`config.mk`:
```
export PLATFORM = sky130hd
export DESIGN_NAME = can_sff_tx_flat
export DESIGN_NICKNAME = d
export VERILOG_FILES = /design/src/rtl/can_sff_tx_pkg.sv /design/src/rtl/can_sff_tx_if.sv /design/src/rtl/can_crc15.sv /design/src/rtl/can_sff_tx.sv /design/src/flat_wrapper.sv
export SDC_FILE = /design/constraint.sdc
export NUM_CORES = 1
export LEC_CHECK = 0
export ABC_AREA = 1
export BUFFER_PORTS_ARGS = -buffer_cell sky130_fd_sc_hd__buf_2
export CAP_MARGIN = 20
export CORE_MARGIN = 2
export CORE_UTILIZATION = 26
export CTS_CLUSTER_DIAMETER = 30
export DETAILED_ROUTE_END_ITERATION = 10
export GPL_TIMING_DRIVEN = 0
export HOLD_SLACK_MARGIN = 0.1
export PLACE_DENSITY = 0.45
export SYNTH_ARGS = -nofsm -noshare
export SYNTH_HDL_FRONTEND = slang
export SYNTH_SLANG_ARGS = --single-unit
```
`constraint.sdc`:
```
create_clock -name xtal1 -period 4 [get_ports xtal1]
set_input_delay 0.8 -clock xtal1 [delete_from_list [all_inputs] [get_ports xtal1]]
set_output_delay 0.8 -clock xtal1 [all_outputs]
set_load 0.02 [all_outputs]
```
`src/rtl/can_sff_tx_pkg.sv`:
```
// can_sff_tx_pkg -- shared constants, FSM encoding and helpers for the CAN 2.0A transmitter (rev 1.0)
`default_nettype none

package can_sff_tx_pkg;

  localparam logic [14:0] CAN_CRC15_POLY = 15'h4599;

  localparam logic [6:0] ARB_LEN  = 7'd12;
  localparam logic [6:0] CTRL_LEN = 7'd6;
  localparam logic [6:0] CRC_LEN  = 7'd15;
  localparam logic [6:0] EOF_LEN  = 7'd7;
  localparam logic [6:0] IFS_LEN  = 7'd3;

  localparam logic [6:0] ARB_LAST  = ARB_LEN  - 7'd1;
  localparam logic [6:0] CTRL_LAST = CTRL_LEN - 7'd1;
  localparam logic [6:0] CRC_LAST  = CRC_LEN  - 7'd1;
  localparam logic [6:0] EOF_LAST  = EOF_LEN  - 7'd1;
  localparam logic [6:0] IFS_LAST  = IFS_LEN  - 7'd1;

  typedef logic [3:0] tx_state_t;

  localparam tx_state_t ST_IDLE     = 4'd0;
  localparam tx_state_t ST_SOF      = 4'd1;
  localparam tx_state_t ST_ARB      = 4'd2;
  localparam tx_state_t ST_CTRL     = 4'd3;
  localparam tx_state_t ST_DATA     = 4'd4;
  localparam tx_state_t ST_CRC      = 4'd5;
  localparam tx_state_t ST_CRC_DEL  = 4'd6;
  localparam tx_state_t ST_ACK_SLOT = 4'd7;
  localparam tx_state_t ST_ACK_DEL  = 4'd8;
  localparam tx_state_t ST_EOF      = 4'd9;
  localparam tx_state_t ST_IFS      = 4'd10;

  // Fields SOF through CRC are subject to bit stuffing (encoding is ordered).
  function automatic logic is_stuffed(input tx_state_t s);
    return (s >= ST_SOF) && (s <= ST_CRC);
  endfunction

  function automatic logic [6:0] data_bits(input logic rtr, input logic [3:0] dlc);
    if (rtr)
      return 7'd0;
    else if (dlc > 4'd8)
      return 7'd64;
    else
      return {dlc, 3'b000};
  endfunction

endpackage

`default_nettype wire

```
`src/rtl/can_sff_tx_if.sv`:
```
// can_sff_tx_if -- host buffer/command and bus signals of the CAN transmitter (rev 1.0)
`default_nettype none

interface can_sff_tx_if;
  logic       val;
  logic [3:0] address;
  logic [7:0] wdata;
  logic       start;
  logic       rx0;
  logic       tx0;
  logic       busy;
  logic       done;
  logic       ack_err;
  logic       arb_lost;

  modport master (
    output val, address, wdata, start, rx0,
    input  tx0, busy, done, ack_err, arb_lost
  );

  modport slave (
    input  val, address, wdata, start, rx0,
    output tx0, busy, done, ack_err, arb_lost
  );
endinterface

`default_nettype wire

```
`src/rtl/can_crc15.sv`:
```
// can_crc15 -- serial CRC-15 LFSR for CAN frames, shared by transmit and receive paths (rev 1.0)
`default_nettype none

module can_crc15
  import can_sff_tx_pkg::*;
(
  input  wire logic        clk,
  input  wire logic        rst,
  input  wire logic        clr,
  input  wire logic        en,
  input  wire logic        din,
  output logic      [14:0] crc
);

  logic w_fb;

  assign w_fb = din ^ crc[14];

  always_ff @(posedge clk) begin
    if (rst || clr)
      crc <= '0;
    else if (en)
      crc <= {crc[13:0], 1'b0} ^ (w_fb ? CAN_CRC15_POLY : 15'h0000);
  end

endmodule

`default_nettype wire

```
`src/rtl/can_sff_tx.sv`:
```
// can_sff_tx -- CAN 2.0A standard-frame serial transmitter with stuffing, CRC-15,
// arbitration-loss and ACK monitoring (rev 1.0)
`default_nettype none

module can_sff_tx
  import can_sff_tx_pkg::*;
#(
  parameter int BIT_CYCLES   = 40,
  parameter int SAMPLE_POINT = 28
) (
  input  wire logic   xtal1,
  input  wire logic   rst,
  can_sff_tx_if.slave bus
);

  localparam int TW = $clog2(BIT_CYCLES);
  localparam logic [TW-1:0] c_t_last   = TW'(BIT_CYCLES - 1);
  localparam logic [TW-1:0] c_t_sample = TW'(SAMPLE_POINT);

  logic [7:0]    r_buf [0:10];
  tx_state_t     r_state, w_state_nxt, w_adv_state;
  logic [6:0]    r_cnt, w_cnt_nxt, w_adv_cnt;
  logic          r_stuff, w_stuff_nxt;
  logic [2:0]    r_run, w_run_nxt;
  logic          r_tx, w_tx_nxt;
  logic [TW-1:0] r_timer;
  logic          r_rx_s;
  logic          r_ack_err;

  logic          w_busy, w_bound, w_start, w_rx_bit, w_arb_lost;
  logic          w_adv_bit, w_crc_en;
  logic [14:0]   w_crc;
  logic [10:0]   w_id;
  logic [63:0]   w_data;
  logic [6:0]    w_ndata;
  logic          w_rtr;
  logic [3:0]    w_dlc;
  logic          w_unused_bits;

  assign w_id     = {r_buf[1], r_buf[2][7:5]};
  assign w_rtr    = r_buf[0][6];
  assign w_dlc    = r_buf[0][3:0];
  assign w_data   = {r_buf[3], r_buf[4], r_buf[5], r_buf[6],
                     r_buf[7], r_buf[8], r_buf[9], r_buf[10]};
  assign w_ndata  = data_bits(w_rtr, w_dlc);
  assign w_unused_bits = ^{r_buf[0][7], r_buf[0][5:4], r_buf[2][4:0]};

  assign w_busy     = (r_state != ST_IDLE);
  assign w_bound    = w_busy && (r_timer == c_t_last);
  assign w_start    = bus.start && !w_busy;
  // With the sample point on the last cycle the registered copy is not yet valid.
  assign w_rx_bit   = (r_timer == c_t_sample) ? bus.rx0 : r_rx_s;
  assign w_arb_lost = w_bound && (r_state == ST_ARB) && r_tx && !w_rx_bit;

  can_crc15 u_crc (
    .clk (xtal1),
    .rst (rst),
    .clr (w_start),
    .en  (w_crc_en),
    .din (w_adv_bit),
    .crc (w_crc)
  );

  always_ff @(posedge xtal1) begin
    if (rst) begin
      r_state <= ST_IDLE;
      r_cnt   <= '0;
      r_stuff <= 1'b0;
      r_run   <= '0;
      r_tx    <= 1'b1;
    end else begin
      r_state <= w_state_nxt;
      r_cnt   <= w_cnt_nxt;
      r_stuff <= w_stuff_nxt;
      r_run   <= w_run_nxt;
      r_tx    <= w_tx_nxt;
    end
  end

  always_ff @(posedge xtal1) begin
    if (rst) begin
      r_timer   <= '0;
      r_rx_s    <= 1'b1;
      r_ack_err <= 1'b0;
      for (int i = 0; i < 11; i++) r_buf[i] <= '0;
    end else begin
      r_timer <= (w_busy && !w_bound) ? r_timer + 1'b1 : '0;
      if (w_busy && (r_timer == c_t_sample))
        r_rx_s <= bus.rx0;
      if (w_start)
        r_ack_err <= 1'b0;
      else if (w_bound && (r_state == ST_ACK_SLOT) && w_rx_bit)
        r_ack_err <= 1'b1;
      if (bus.val && !w_busy && (bus.address <= 4'd10))
        r_buf[bus.address] <= bus.wdata;
    end
  end

  // (r_state, r_cnt) name the last field bit sent; r_stuff marks a stuff bit on the bus.
  always_comb begin
    w_adv_state = r_state;
    w_adv_cnt   = r_cnt + 7'd1;
    w_adv_bit   = 1'b1;
    w_state_nxt = r_state;
    w_cnt_nxt   = r_cnt;
    w_stuff_nxt = r_stuff;
    w_tx_nxt    = r_tx;
    w_run_nxt   = r_run;
    w_crc_en    = 1'b0;

    case (r_state)
      ST_SOF:      begin w_adv_state = ST_ARB; w_adv_cnt = '0; end
      ST_ARB:      if (r_cnt == ARB_LAST) begin w_adv_state = ST_CTRL; w_adv_cnt = '0; end
      ST_CTRL:     if (r_cnt == CTRL_LAST) begin
                     w_adv_state = (w_ndata == 7'd0) ? ST_CRC : ST_DATA;
                     w_adv_cnt   = '0;
                   end
      ST_DATA:     if (r_cnt == w_ndata - 7'd1) begin w_adv_state = ST_CRC; w_adv_cnt = '0; end
      ST_CRC:      if (r_cnt == CRC_LAST) begin w_adv_state = ST_CRC_DEL; w_adv_cnt = '0; end
      ST_CRC_DEL:  begin w_adv_state = ST_ACK_SLOT; w_adv_cnt = '0; end
      ST_ACK_SLOT: begin w_adv_state = ST_ACK_DEL; w_adv_cnt = '0; end
      ST_ACK_DEL:  begin w_adv_state = ST_EOF; w_adv_cnt = '0; end
      ST_EOF:      if (r_cnt == EOF_LAST) begin w_adv_state = ST_IFS; w_adv_cnt = '0; end
      ST_IFS:      if (r_cnt == IFS_LAST) begin w_adv_state = ST_IDLE; w_adv_cnt = '0; end
      default:     begin w_adv_state = ST_IDLE; w_adv_cnt = '0; end
    endcase

    case (w_adv_state)
      ST_ARB:  w_adv_bit = (w_adv_cnt == ARB_LAST) ? w_rtr : w_id[4'(7'd10 - w_adv_cnt)];
      ST_CTRL: w_adv_bit = (w_adv_cnt < 7'd2) ? 1'b0 : w_dlc[2'(7'd5 - w_adv_cnt)];
      ST_DATA: w_adv_bit = w_data[6'(7'd63 - w_adv_cnt)];
      ST_CRC:  w_adv_bit = w_crc[4'(7'd14 - w_adv_cnt)];
      default: w_adv_bit = 1'b1;
    endcase

    if (!w_busy) begin
      if (w_start) begin
        w_state_nxt = ST_SOF;
        w_cnt_nxt   = '0;
        w_stuff_nxt = 1'b0;
        w_tx_nxt    = 1'b0;
        w_run_nxt   = 3'd1;
      end
    end else if (w_bound) begin
      if (w_arb_lost) begin
        w_state_nxt = ST_IDLE;
        w_cnt_nxt   = '0;
        w_stuff_nxt = 1'b0;
        w_tx_nxt    = 1'b1;
        w_run_nxt   = '0;
      end else if (is_stuffed(r_state) && (r_run == 3'd5)) begin
        w_stuff_nxt = 1'b1;
        w_tx_nxt    = ~r_tx;
        w_run_nxt   = 3'd1;
      end else begin
        w_state_nxt = w_adv_state;
        w_cnt_nxt   = w_adv_cnt;
        w_stuff_nxt = 1'b0;
        w_tx_nxt    = w_adv_bit;
        w_run_nxt   = (w_adv_bit == r_tx) ? r_run + 3'd1 : 3'd1;
        w_crc_en    = (w_adv_state == ST_ARB) || (w_adv_state == ST_CTRL) ||
                      (w_adv_state == ST_DATA);
      end
    end
  end

  always_comb begin
    bus.tx0      = r_tx;
    bus.busy     = w_busy;
    bus.done     = w_bound && (r_state == ST_IFS) && (r_cnt == IFS_LAST);
    bus.arb_lost = w_arb_lost;
    bus.ack_err  = r_ack_err;
  end

endmodule

`default_nettype wire

```
`src/flat_wrapper.sv`:
```
// flat-port wrapper written by rule: the top's interface ports become plain ports
module can_sff_tx_flat import can_sff_tx_pkg::*;
#(
  parameter int BIT_CYCLES   = 40,
  parameter int SAMPLE_POINT = 28
)
  (xtal1, rst, bus_val, bus_address, bus_wdata, bus_start, bus_rx0, bus_tx0, bus_busy, bus_done, bus_ack_err, bus_arb_lost);
  can_sff_tx_if bus_i ();
  input  wire logic xtal1;
  input  wire logic rst;
  input wire logic [$bits(bus_i.val)-1:0] bus_val;
  input wire logic [$bits(bus_i.address)-1:0] bus_address;
  input wire logic [$bits(bus_i.wdata)-1:0] bus_wdata;
  input wire logic [$bits(bus_i.start)-1:0] bus_start;
  input wire logic [$bits(bus_i.rx0)-1:0] bus_rx0;
  output wire logic [$bits(bus_i.tx0)-1:0] bus_tx0;
  output wire logic [$bits(bus_i.busy)-1:0] bus_busy;
  output wire logic [$bits(bus_i.done)-1:0] bus_done;
  output wire logic [$bits(bus_i.ack_err)-1:0] bus_ack_err;
  output wire logic [$bits(bus_i.arb_lost)-1:0] bus_arb_lost;
  assign bus_i.val = bus_val;
  assign bus_i.address = bus_address;
  assign bus_i.wdata = bus_wdata;
  assign bus_i.start = bus_start;
  assign bus_i.rx0 = bus_rx0;
  assign bus_tx0 = bus_i.tx0;
  assign bus_busy = bus_i.busy;
  assign bus_done = bus_i.done;
  assign bus_ack_err = bus_i.ack_err;
  assign bus_arb_lost = bus_i.arb_lost;
  can_sff_tx #(.BIT_CYCLES(BIT_CYCLES), .SAMPLE_POINT(SAMPLE_POINT)) u_core (.xtal1(xtal1), .rst(rst), .bus(bus_i));
endmodule
```
==> metrics.md <==
| Metric | Value |
|---|---|
| Iteration-0 DRC Markers | `~410` |
| Vias | `5804` |
| Setup Skew | `10.2 ps` |
| Clock transition at the registers of the reported paths | `approximately 60 ps` |
| Final Util | `around a third` |
| Clk Latency, worst-skew pair | `430 ps` |
| Htree depth | `4` |
| Rows | `57` |
| Grt ovf | `0` |
| IO Pins | `22` |
| Min cycle time layout | `about 3800 ps` |
| CTS tree | `done` |
| Avg WL per Cell | `about 16 um` |
| Final cell count without fillers | `1234` |
| Placed cell areas | `approximately 6900 um^2` |
| Die Height | `around 160 um` |
| Number of flops mapped to enable cells by yosys | `72` |
| Setup ws final | `between 150 and 200 ps` |
| Die width | `roughly 160 um` |
| Critical path depth | `29` |
| Sw frac | `around 27%` |
| Routed WL | `19.9 mm` |
| Core ar. | `24200 um^2` |
| Tightest Pin Transition | `around 840 ps` |
| Final #Nets | `around 920` |
| Critical path data arrival time | `roughly 4200 ps` |
| Delay-heaviest family, CP | `simple AND/OR/NAND/NOR gates` |
| Post-Syn Instances | `between 800 and 900` |
| Die ar. | `around 26000 um^2` |
| Final Cell Area | `slightly below 8000 um^2` |
| Ys flop type | `edfxtp_1` |
| CP Data Required Time | `4360 ps` |
| Synth async-reset ratio | `0%` |
| Starting Density | `between 20% and 30%` |
| Worst hold slack | `463 ps` |
| GRT Overall Usage | `~16%` |
| Total power | `around 3.2 mW` |
| IO Port Bufs | `20` |
| Layout cells sized above 1 | `14.5%` |
| Outcome | `finished, final reports clean` |
| Post-place setup slack | `-959 ps` |
| Antenna violations before repair | `0` |
| Net switching power | `between 800 and 900 uW` |
| Hold Fails Final Rpt | `0` |
| Post-Syn Area | `6390 um^2` |
| Post-synthesis cell type count | `39` |
| Slew Viols, Final | `0` |
| Syn. warnings | `0` |
| First-pass GRT wire length | `31.1 mm` |
| Gpl congestion | `0.781` |
| Largest net degree at the start of global routing | `17` |
| PD cells | `slightly above 400 nW/um^2` |
| Crit path top cell by count | `nand2_1` |
| Number of global-route vias before repair | `~5400` |
| DRC viols | `0` |
| Sequential share of the synthesized area | `48.3%` |
| Register share of total power | `around two fifths` |
| Num CTS Buffers | `17` |
| Mean Syn Cell Area | `7.58 um^2` |
| Mapped Nets | `869` |
| Reg2Reg Depth | `29` |
| Setup TNS | `0 ps` |
| Critical Path Max Stage Delay | `440 ps` |
| Worst setup EP type | `flip-flop` |
| Slew headroom | `about 44%` |
| Area Overhead vs Synth | `21.7%` |
| Most common cell after layout, fill and taps aside | `nand2_1` |
| CP Launch Type | `flip-flop` |
| Fin crit share | `95.2%` |
| TritonRoute pass-1 iters | `5` |
| Clk sinks | `roughly 120` |
| ANT cells | `0` |
| Worst hold path type | `flip-flop to flip-flop` |
| Pleak | `about 3.1 nW` |
| Most frequent cells in the layout | `198 x nand2_1, 135 x nand3_1, 125 x nor2_1, 77 x inv_1, 72 x edfxtp_1` |
| Critical path class | `flip-flop to flip-flop` |
| Seq cells post-synth | `between 100 and 150` |
| Placed Instances | `roughly 1200` |
| P_int | `2.35 mW` |
| Post-detail-place hpwl | `roughly 13 mm` |
| Crit Path Max Fanout | `10` |
| Buf+Inv Stages, Crit Path | `3` |
| Clk network pwr share | `between 40 and 50%` |
| Clk root buf | `clkbuf_16` |
| Worst-case clock buffer depth | `2` |
| Via density per instance | `4.70` |
| Worst IR Drop VDD | `between 0.00015 and 0.0002 V` |
| Hold path depth | `2` |
| Combinational fraction of design power | `between 10 and 15%` |
| Setup violations, final | `0` |
| Antenna-violating nets left | `0` |
| # Max-Cap Violations | `0` |
| Fmax | `around 0.26 GHz` |
| Slowest stage cell, crit path | `edfxtp_1` |
[sequential cells by signal, indices dropped and copies added (netlist names)]
signal              flops
u_core.r_state          4
u_core.r_cnt            7
u_core.u_crc.crc       15
u_core.r_buf           80
u_core.bus.ack_err      1
u_core.bus.tx0          1
u_core.r_timer          6
u_core.r_run            3
u_core.r_rx_s           1
[area by class of cell]
type / instances / area, um^2
Multi-Input combinational cell: 605 / 2940
Sequential cell: 118 / 3090
Timing Repair Buffer: 37 / 240
Inverter: 92 / 357
Clock inverter: 15 / 154
Buffer: 26 / 161
Tap cell: 324 / 405
Fill cell: 2640 / 16500
Clock buffer: 17 / 425
[power by group through the flow]
stage          clock [mW]  combinational [mW]  sequential, mW
2_1_floorplan           0               0.218            1.37
3_3_place_gp            0               0.327            1.37
3_5_place_dp            0               0.326            1.37
4_1_cts              1.55               0.330            1.35
5_1_grt              1.59               0.403            1.35
6_report             1.52               0.360            1.35
[cells in the mapped netlist, drive strengths merged, types with 4 or more instances]
cell type  instances  share of area (%)
inv               91                5.3
buf               16                1.4
nand4              7               0.69
nor2             133                8.0
nor4               4               0.39
dfxtp             46                 14
edfxtp            72                 34
o211ai             6               0.71
o21ai             21                1.6
a21oi             32                2.5
xor2               7               0.96
nor3               9               0.78
a211oi             7               0.82
o22ai              4               0.39
nand2            212                 13
nand3            140                 11
or2                4               0.39
ha                 9                1.8
clkbuf            12               0.71
[cell families (layout without fill, tap and decap cells)]
kind of cell | count (synthesis) | in the layout | share of synthesized area [%]
simple gates | 513 | 513 | 34.7
fa+ha+maj | 9 | 9 | 1.76
buf+inv | 120 | 187 | 7.48
compound gates | 75 | 75 | 6.66
flops | 118 | 118 | 48.3
xor+xnor | 8 | 8 | 1.10
[worst paths after layout]
check / from / slack (ps) / to
setup / recovery: u_core.r_buf[0][3]$_SDFFCE_PN0P_ / 190 / u_core.u_crc.crc[4]$_SDFFE_PP0P_
hold / removal: u_core.bus.ack_err$_SDFFE_PP0P_ / 460 / u_core.bus.ack_err$_SDFFE_PP0P_
setup reg to reg: u_core.r_buf[0][3]$_SDFFCE_PN0P_ / 190 / u_core.u_crc.crc[4]$_SDFFE_PP0P_
hold reg to reg: u_core.bus.ack_err$_SDFFE_PP0P_ / 460 / u_core.bus.ack_err$_SDFFE_PP0P_
[per-layer routing]
layer	vias to the layer above	global-route usage (%)	routed length (um)
li1	2908	-	-
met1	2728	22.0	9820
met2	145	24.5	8950
met3	23	3.36	831
met4	0	4.34	286
met5	-	0	0
[worst register-to-register path: cells and delay by family, from the launching register on]
kind,cells,cell delay (ps)
AOI/OAI and AO/OA,1,140
buffers and inverters,3,350
adders and majority gates,2,590
and+or+nand+nor,23,2210
DFF,1,440
[repair_timing]
action                     in CTS  in global routing
cloned                          0                  0
setup endpoints to repair      11                 11
hold buffers                    0                  0
pin swaps                       0                 16
buffers inserted                0                 17
resized for setup              12                 37
Power figures use the tool's default switching activity.
